### config.mk
export PLATFORM = sky130hd
export DESIGN_NAME = hazard_control
export DESIGN_NICKNAME = d
export VERILOG_FILES = /design/src/rtl/hazard_control_pkg.sv /design/src/rtl/hazard_control_main_decoder.sv /design/src/rtl/hazard_control.sv
export SDC_FILE = /design/constraint.sdc
export NUM_CORES = 1
export LEC_CHECK = 0
export CAP_MARGIN = 20
export CELL_PAD_IN_SITES_DETAIL_PLACEMENT = 0
export CELL_PAD_IN_SITES_GLOBAL_PLACEMENT = 2
export CORE_MARGIN = 8
export CORE_UTILIZATION = 21
export CTS_CLUSTER_DIAMETER = 30
export CTS_CLUSTER_SIZE = 40
export DETAILED_ROUTE_END_ITERATION = 12
export PLACE_DENSITY = 0.85
export RECOVER_POWER = 100
export SLEW_MARGIN = 15
export SYNTH_ARGS = -nofsm -noshare
export SYNTH_HDL_FRONTEND = slang
export SYNTH_SLANG_ARGS = --single-unit
### constraint.sdc
create_clock -name clk -period 3.5 [get_ports clk]
set_input_delay 0.35 -clock clk [delete_from_list [all_inputs] [get_ports clk]]
set_output_delay 0.35 -clock clk [all_outputs]
set_load 0.01 [all_outputs]
### src/rtl/hazard_control_pkg.sv
// Shared opcode/funct encodings, ALU operation codes and the ID/EX control bundle
// used by the ID-stage hazard control unit.
package hazard_control_pkg;

  localparam logic [5:0] OPCODE_RTYPE = 6'h00;
  localparam logic [5:0] OPCODE_J     = 6'h02;
  localparam logic [5:0] OPCODE_BEQ   = 6'h04;
  localparam logic [5:0] OPCODE_BNE   = 6'h05;
  localparam logic [5:0] OPCODE_ADDI  = 6'h08;
  localparam logic [5:0] OPCODE_ADDIU = 6'h09;
  localparam logic [5:0] OPCODE_SLTI  = 6'h0A;
  localparam logic [5:0] OPCODE_ANDI  = 6'h0C;
  localparam logic [5:0] OPCODE_ORI   = 6'h0D;
  localparam logic [5:0] OPCODE_LW    = 6'h23;
  localparam logic [5:0] OPCODE_SW    = 6'h2B;
  localparam logic [5:0] OPCODE_HALT  = 6'h3F;

  localparam logic [5:0] FUNCT_MFHI  = 6'h10;
  localparam logic [5:0] FUNCT_MFLO  = 6'h12;
  localparam logic [5:0] FUNCT_MULT  = 6'h18;
  localparam logic [5:0] FUNCT_MULTU = 6'h19;
  localparam logic [5:0] FUNCT_DIV   = 6'h1A;
  localparam logic [5:0] FUNCT_DIVU  = 6'h1B;

  typedef enum logic [2:0] {
    ALU_OP_ADD   = 3'b000,
    ALU_OP_SUB   = 3'b001,
    ALU_OP_RTYPE = 3'b010,
    ALU_OP_AND   = 3'b011,
    ALU_OP_OR    = 3'b100,
    ALU_OP_SLT   = 3'b101
  } alu_op_e;

  typedef struct packed {
    logic    reg_dst;
    logic    alu_src;
    logic    mem_read;
    logic    mem_write;
    logic    mem_to_reg;
    logic    reg_write;
    logic    branch;
    logic    jump;
    alu_op_e alu_op;
  } ctrl_t;

  localparam ctrl_t CTRL_NOP = '0;

  typedef enum logic {
    ST_RUN    = 1'b0,
    ST_HALTED = 1'b1
  } state_e;

  function automatic logic is_muldiv_funct(input logic [5:0] f);
    return (f == FUNCT_MULT) || (f == FUNCT_MULTU) ||
           (f == FUNCT_DIV)  || (f == FUNCT_DIVU);
  endfunction

  function automatic logic is_hilo_read(input logic [5:0] f);
    return (f == FUNCT_MFHI) || (f == FUNCT_MFLO);
  endfunction

  // Instructions that actually read the rt field as a source operand.
  function automatic logic uses_rt(input logic [5:0] op);
    return (op == OPCODE_RTYPE) || (op == OPCODE_SW) ||
           (op == OPCODE_BEQ)   || (op == OPCODE_BNE);
  endfunction

endpackage

### src/rtl/hazard_control_main_decoder.sv
// Combinational opcode-to-control-bundle decoder; a low enable yields the
// all-zero bundle, so the same block doubles as the bubble source.
module hazard_control_main_decoder
  import hazard_control_pkg::*;
(
  input  logic       en,
  input  logic [5:0] opcode,
  output ctrl_t      ctrl
);

  always_comb begin
    ctrl = CTRL_NOP;
    if (en) begin
      case (opcode)
        OPCODE_RTYPE: begin
          ctrl.reg_dst   = 1'b1;
          ctrl.alu_op    = ALU_OP_RTYPE;
          ctrl.reg_write = 1'b1;
        end
        OPCODE_ADDI, OPCODE_ADDIU: begin
          ctrl.alu_src   = 1'b1;
          ctrl.alu_op    = ALU_OP_ADD;
          ctrl.reg_write = 1'b1;
        end
        OPCODE_ANDI: begin
          ctrl.alu_src   = 1'b1;
          ctrl.alu_op    = ALU_OP_AND;
          ctrl.reg_write = 1'b1;
        end
        OPCODE_ORI: begin
          ctrl.alu_src   = 1'b1;
          ctrl.alu_op    = ALU_OP_OR;
          ctrl.reg_write = 1'b1;
        end
        OPCODE_SLTI: begin
          ctrl.alu_src   = 1'b1;
          ctrl.alu_op    = ALU_OP_SLT;
          ctrl.reg_write = 1'b1;
        end
        OPCODE_LW: begin
          ctrl.alu_src    = 1'b1;
          ctrl.alu_op     = ALU_OP_ADD;
          ctrl.mem_read   = 1'b1;
          ctrl.mem_to_reg = 1'b1;
          ctrl.reg_write  = 1'b1;
        end
        OPCODE_SW: begin
          ctrl.alu_src   = 1'b1;
          ctrl.alu_op    = ALU_OP_ADD;
          ctrl.mem_write = 1'b1;
        end
        OPCODE_BEQ, OPCODE_BNE: begin
          ctrl.alu_op = ALU_OP_SUB;
          ctrl.branch = 1'b1;
        end
        OPCODE_J: begin
          ctrl.jump = 1'b1;
        end
        // HALT and unknown opcodes leave the bundle at all-zero.
        default: begin
          ctrl = CTRL_NOP;
        end
      endcase
    end
  end

endmodule

### src/rtl/hazard_control.sv
// ID-stage control unit: decode, load-use and MULT/DIV scoreboard stalls,
// IF/ID flush on taken branches/jumps, and a sticky HALT state.
module hazard_control
  import hazard_control_pkg::*;
#(
  parameter int MULDIV_LAT = 4,
  parameter int ALU_OP_W   = 3
) (
  input  logic                clk,
  input  logic                rst_n,
  input  logic [5:0]          opcode,
  input  logic [5:0]          funct,
  input  logic [4:0]          rs,
  input  logic [4:0]          rt,
  input  logic                id_ex_mem_read,
  input  logic [4:0]          id_ex_rt,
  input  logic                branch_taken,
  output logic                reg_dst,
  output logic                alu_src,
  output logic                mem_read,
  output logic                mem_write,
  output logic                mem_to_reg,
  output logic                reg_write,
  output logic                branch,
  output logic                jump,
  output logic [ALU_OP_W-1:0] alu_op,
  output logic                muldiv_start,
  output logic                pc_write,
  output logic                if_id_write,
  output logic                if_id_flush,
  output logic                halted
);

  localparam int CNT_W = 4;

  state_e           state_reg;
  logic [CNT_W-1:0] cnt_reg;

  logic             is_rtype;
  logic             muldiv_op;
  logic             hilo_read;
  logic [1:0][4:0]  src_regs;
  logic [1:0]       src_used;
  logic [1:0]       src_hit;
  logic             load_use_stall;
  logic             muldiv_stall;
  logic             stall;
  logic             issue_ok;
  logic             advance;
  ctrl_t            ctrl;

  assign is_rtype  = (opcode == OPCODE_RTYPE);
  assign muldiv_op = is_rtype && is_muldiv_funct(funct);
  assign hilo_read = is_rtype && is_hilo_read(funct);

  // Slot 0 is rs (always read), slot 1 is rt (read only by some formats).
  assign src_regs = {rt, rs};
  assign src_used = {uses_rt(opcode), 1'b1};

  generate
    for (genvar gi = 0; gi < 2; gi++) begin : g_src_hit
      assign src_hit[gi] = src_used[gi] && (src_regs[gi] == id_ex_rt);
    end
  endgenerate

  assign load_use_stall = id_ex_mem_read && (id_ex_rt != 5'd0) && (|src_hit);
  assign muldiv_stall   = (cnt_reg != '0) && (muldiv_op || hilo_read);
  assign stall          = load_use_stall || muldiv_stall;

  // issue_ok feeds the state registers; advance additionally forces every
  // output low while reset is held, independent of the clock.
  assign issue_ok = (state_reg == ST_RUN) && !stall;
  assign advance  = rst_n && issue_ok;

  hazard_control_main_decoder u_main_decoder (
    .en     (advance),
    .opcode (opcode),
    .ctrl   (ctrl)
  );

  assign reg_dst    = ctrl.reg_dst;
  assign alu_src    = ctrl.alu_src;
  assign mem_read   = ctrl.mem_read;
  assign mem_write  = ctrl.mem_write;
  assign mem_to_reg = ctrl.mem_to_reg;
  assign reg_write  = ctrl.reg_write;
  assign branch     = ctrl.branch;
  assign jump       = ctrl.jump;
  assign alu_op     = ALU_OP_W'(ctrl.alu_op);

  assign muldiv_start = advance && muldiv_op;
  assign pc_write     = advance;
  assign if_id_write  = advance;
  assign if_id_flush  = advance && (branch_taken || (opcode == OPCODE_J));
  assign halted       = (state_reg == ST_HALTED);

  always_ff @(posedge clk or negedge rst_n) begin
    if (!rst_n) begin
      state_reg <= ST_RUN;
      cnt_reg   <= '0;
    end else begin
      if (issue_ok && (opcode == OPCODE_HALT)) begin
        state_reg <= ST_HALTED;
      end
      // A new MULT/DIV can only issue once the counter has drained, so the
      // reload never overlaps a running countdown.
      if (issue_ok && muldiv_op) begin
        cnt_reg <= CNT_W'(MULDIV_LAT);
      end else if (cnt_reg != '0) begin
        cnt_reg <= cnt_reg - CNT_W'(1);
      end
    end
  end

endmodule

==> impl_metrics.yaml <==
status:
  outcome: "complete, no violations"
route:
  dr.pass1.iters: 4
  postRouteAntennaNets: 0
  met2WireLength_mm: 1.25
  routedWlPerCell_um: 12.5
  wl_met3_um: 239
  drtIter0Drc: 10
  dr_total_vias: 903
  wl_mm: 2.51
  viasPerCell: 4.49
  drcViolationCount: 0
  routed.top_layer: "met4"
  drt-met1-wl_mm: 1.01
floorplan:
  initial_core_util_pct: 21.9
  die_y_um: 77.8
  die_w_um: 77.8
  die_area_mm2: 0.00606
  coreArea_mm2: 0.00366
  rows: 22
  ios: 47
cells_and_area:
  drive_above_1_share_pct: 16.3
  fin_area_mm2: 0.00137
  fillers: 394
  largest_reg_flops: 4
  seq_area_um2: 125
  antenna_cells: 0
  synthToLayoutAreaGrowth_pct: 70.6
  multi_input_area_um2: 599
  final_nets: 187
clocking:
  cts_tree: "done"
  clk_latency_ps: 220
  numCtsBuffers: 3
  htree_levels: 1
  cts_resized: 0
  numClockSinks: 5
  clk_path_buf_depth: 2
  clkSlewWorstSetupHoldPaths_ps: 30
  postCtsHoldBufs: 0
  root_buffer: "clkbuf_8"
  cts_setup_buffers: 0
grt:
  antenna_found_initial: 0
  grt.overflow.total: 0
  grt_pass1_vias: 997
  grt_pass1_wl_mm: 4.30
  track_usage_pct: 8.29
  grt_max_degree: 12
synthesis:
  synth_top_area_cell: "dfrtp_1"
  postSynthAreaPerCell_um2: 7.80
  synth-edff-count: 0
  synth_area_um2: 803
  synth_warnings: 0
  ys_types: 36
  yosys-top-cells-count: "xnor2_1 (10), nor2_1 (9)"
  async_reset_ff_share_pct: 100
  synth_top_area_share_pct: 15.6
  synth-seq-area-share_pct: 15.6
  synthCells: 103
  synth.area.top_cells: "dfrtp_1 (16%), xnor2_1 (11%), nor3_2 (7.5%), nor4_1 (4.7%), nor2_1 (4.2%)"
  synth_seq_cells: 5
  yosysMostFrequentCell: "xnor2_1"
  synth_ff_type: "dfrtp_1"
  syn_nets: 136
setup_path:
  cp-start-kind: "input port"
  rrSetupSlack_ps: 2030
  r2r-start: "cnt_reg[0]"
  cp_top_family: "buffers and inverters"
  path_buf_inv: 3
  startpoint: "id_ex_rt[4]"
  crit_cells: 8
  end_kind: "output pin"
  cp.required_ps: 3150
  max_stage_delay_ps: 620
  crit_type: "in -> out"
  path_max_fanout: 11
  slowest_stage: "dlygate4sd3_1"
  reg2reg_depth: 6
  critical_path_arrival_ps: 3000
  worstPathCellList: "clkdlybuf4s50_1, or4_1, o21ai_2, nor4_1, a211o_4, buf_4, nor3_2, dlygate4sd3_1"
pwr:
  p_clk_share_pct: 42.6
  switchingPower_mw: 0.0598
  vdd_drop_max_v: 0.0000899
  powerDensity_mw_per_mm2: 179
  switching_share_pct: 24.4
  leakagePower_nw: 0.531
  sequentialPowerShare_pct: 23.8
  combPwrFrac_pct: 33.7
  internal_power_mw: 0.185
min_path:
  hold_class: "in -> async"
sta:
  fin_skew_ps: 0.0794
  finalHoldViolations: 0
  slew-limit-headroom_pct: 68.2
  rsz0062_at_grt: "false"
  max_clock_freq_ghz: 0.299
  setup_violations: 0
  fin_setup_tns_ps: 0
  worst_pin_slew_ps: 472
  fin_crit_ps: 3350
  finalMaxSlewViolations: 0
  final.period_utilization_pct: 95.7
placed_design:
  dp_hpwl_mm: 2.24
  routabilityCongestion: 0.729
  portBuffers: 45
  postPlaceCellArea_mm2: 0.00133
flow_run:
  drv_cap: 0
cells in the final DEF (no fill, tap or decap), drive strengths merged, types with 4 or more instances in the layout:
cell type	n
nor3	10
a21oi	4
xnor2	10
clkdlybuf4s50	28
inv	6
o21ai	4
buf	9
nand3	5
dlygate4sd3	17
clkbuf	4
nand2	6
nor2	9
dfrtp	5
nor4	7
path summary, 6_finish.rpt:
kind	endpoint
hold / removal	cnt_reg[3]
min in group clk	cnt_reg[3]
max in group asynchronous	halted
setup reg to reg	cnt_reg[0]
setup / recovery	mem_to_reg
hold reg to reg	cnt_reg[3]
routing by layer:
metal | vias to the layer above | track usage [%]
li1 | 466 | -
met1 | 400 | 8.83
met2 | 35 | 15.2
met3 | 2 | 2.30
met4 | 0 | 2.83
met5 | - | 0
metrics by stage:
stage / cells / hold slack [ps] / power (mW) / util [%] / worst slack (ps)
3_3_place_gp: 197 / 491 / 0.141 / 36.2 / 167
6_report: 201 / 443 / 0.245 / 37.4 / 150
2_1_floorplan: 103 / 54.4 / 0.0948 / - / 1140
3_5_place_dp: 197 / 508 / 0.143 / 36.2 / 154
5_1_grt: 201 / 458 / 0.261 / 37.4 / 59.0
4_1_cts: 201 / 379 / 0.247 / 37.4 / 153
cells by family (layout without fill, tap and decap cells):
| kind of cell | after synthesis | count (layout) | synth area share, % |
|---|---|---|---|
| AOI/OAI and AO/OA | 18 | 18 | 16.2 |
| and+or+nand+nor | 51 | 51 | 41.1 |
| buffers and inverters | 14 | 64 | 9.81 |
| DFF | 5 | 5 | 15.6 |
| xor gates and xnor gates | 13 | 13 | 14.2 |
| adders and majority gates | 2 | 2 | 3.11 |
final cells by class:
class	instances	share of cell area [%]
clock buffer	4	3.29
timing repair buffer	54	37.8
inverter	6	1.64
sequential	5	9.13
multi-input combinational	84	43.7
tap	48	4.38
power groups by stage:
| stage | logic, mW | registers (mW) | clock network, mW |
|---|---|---|---|
| final | 0.0824 | 0.0582 | 0.104 |
| after global routing | 0.0906 | 0.0581 | 0.112 |
| after CTS | 0.0838 | 0.0582 | 0.106 |
| after detailed placement | 0.0837 | 0.0589 | 0 |
| after global placement | 0.0825 | 0.0589 | 0 |
| after floorplan | 0.0359 | 0.0589 | 0 |
No activity file was read; power rests on OpenSTA's default activity.
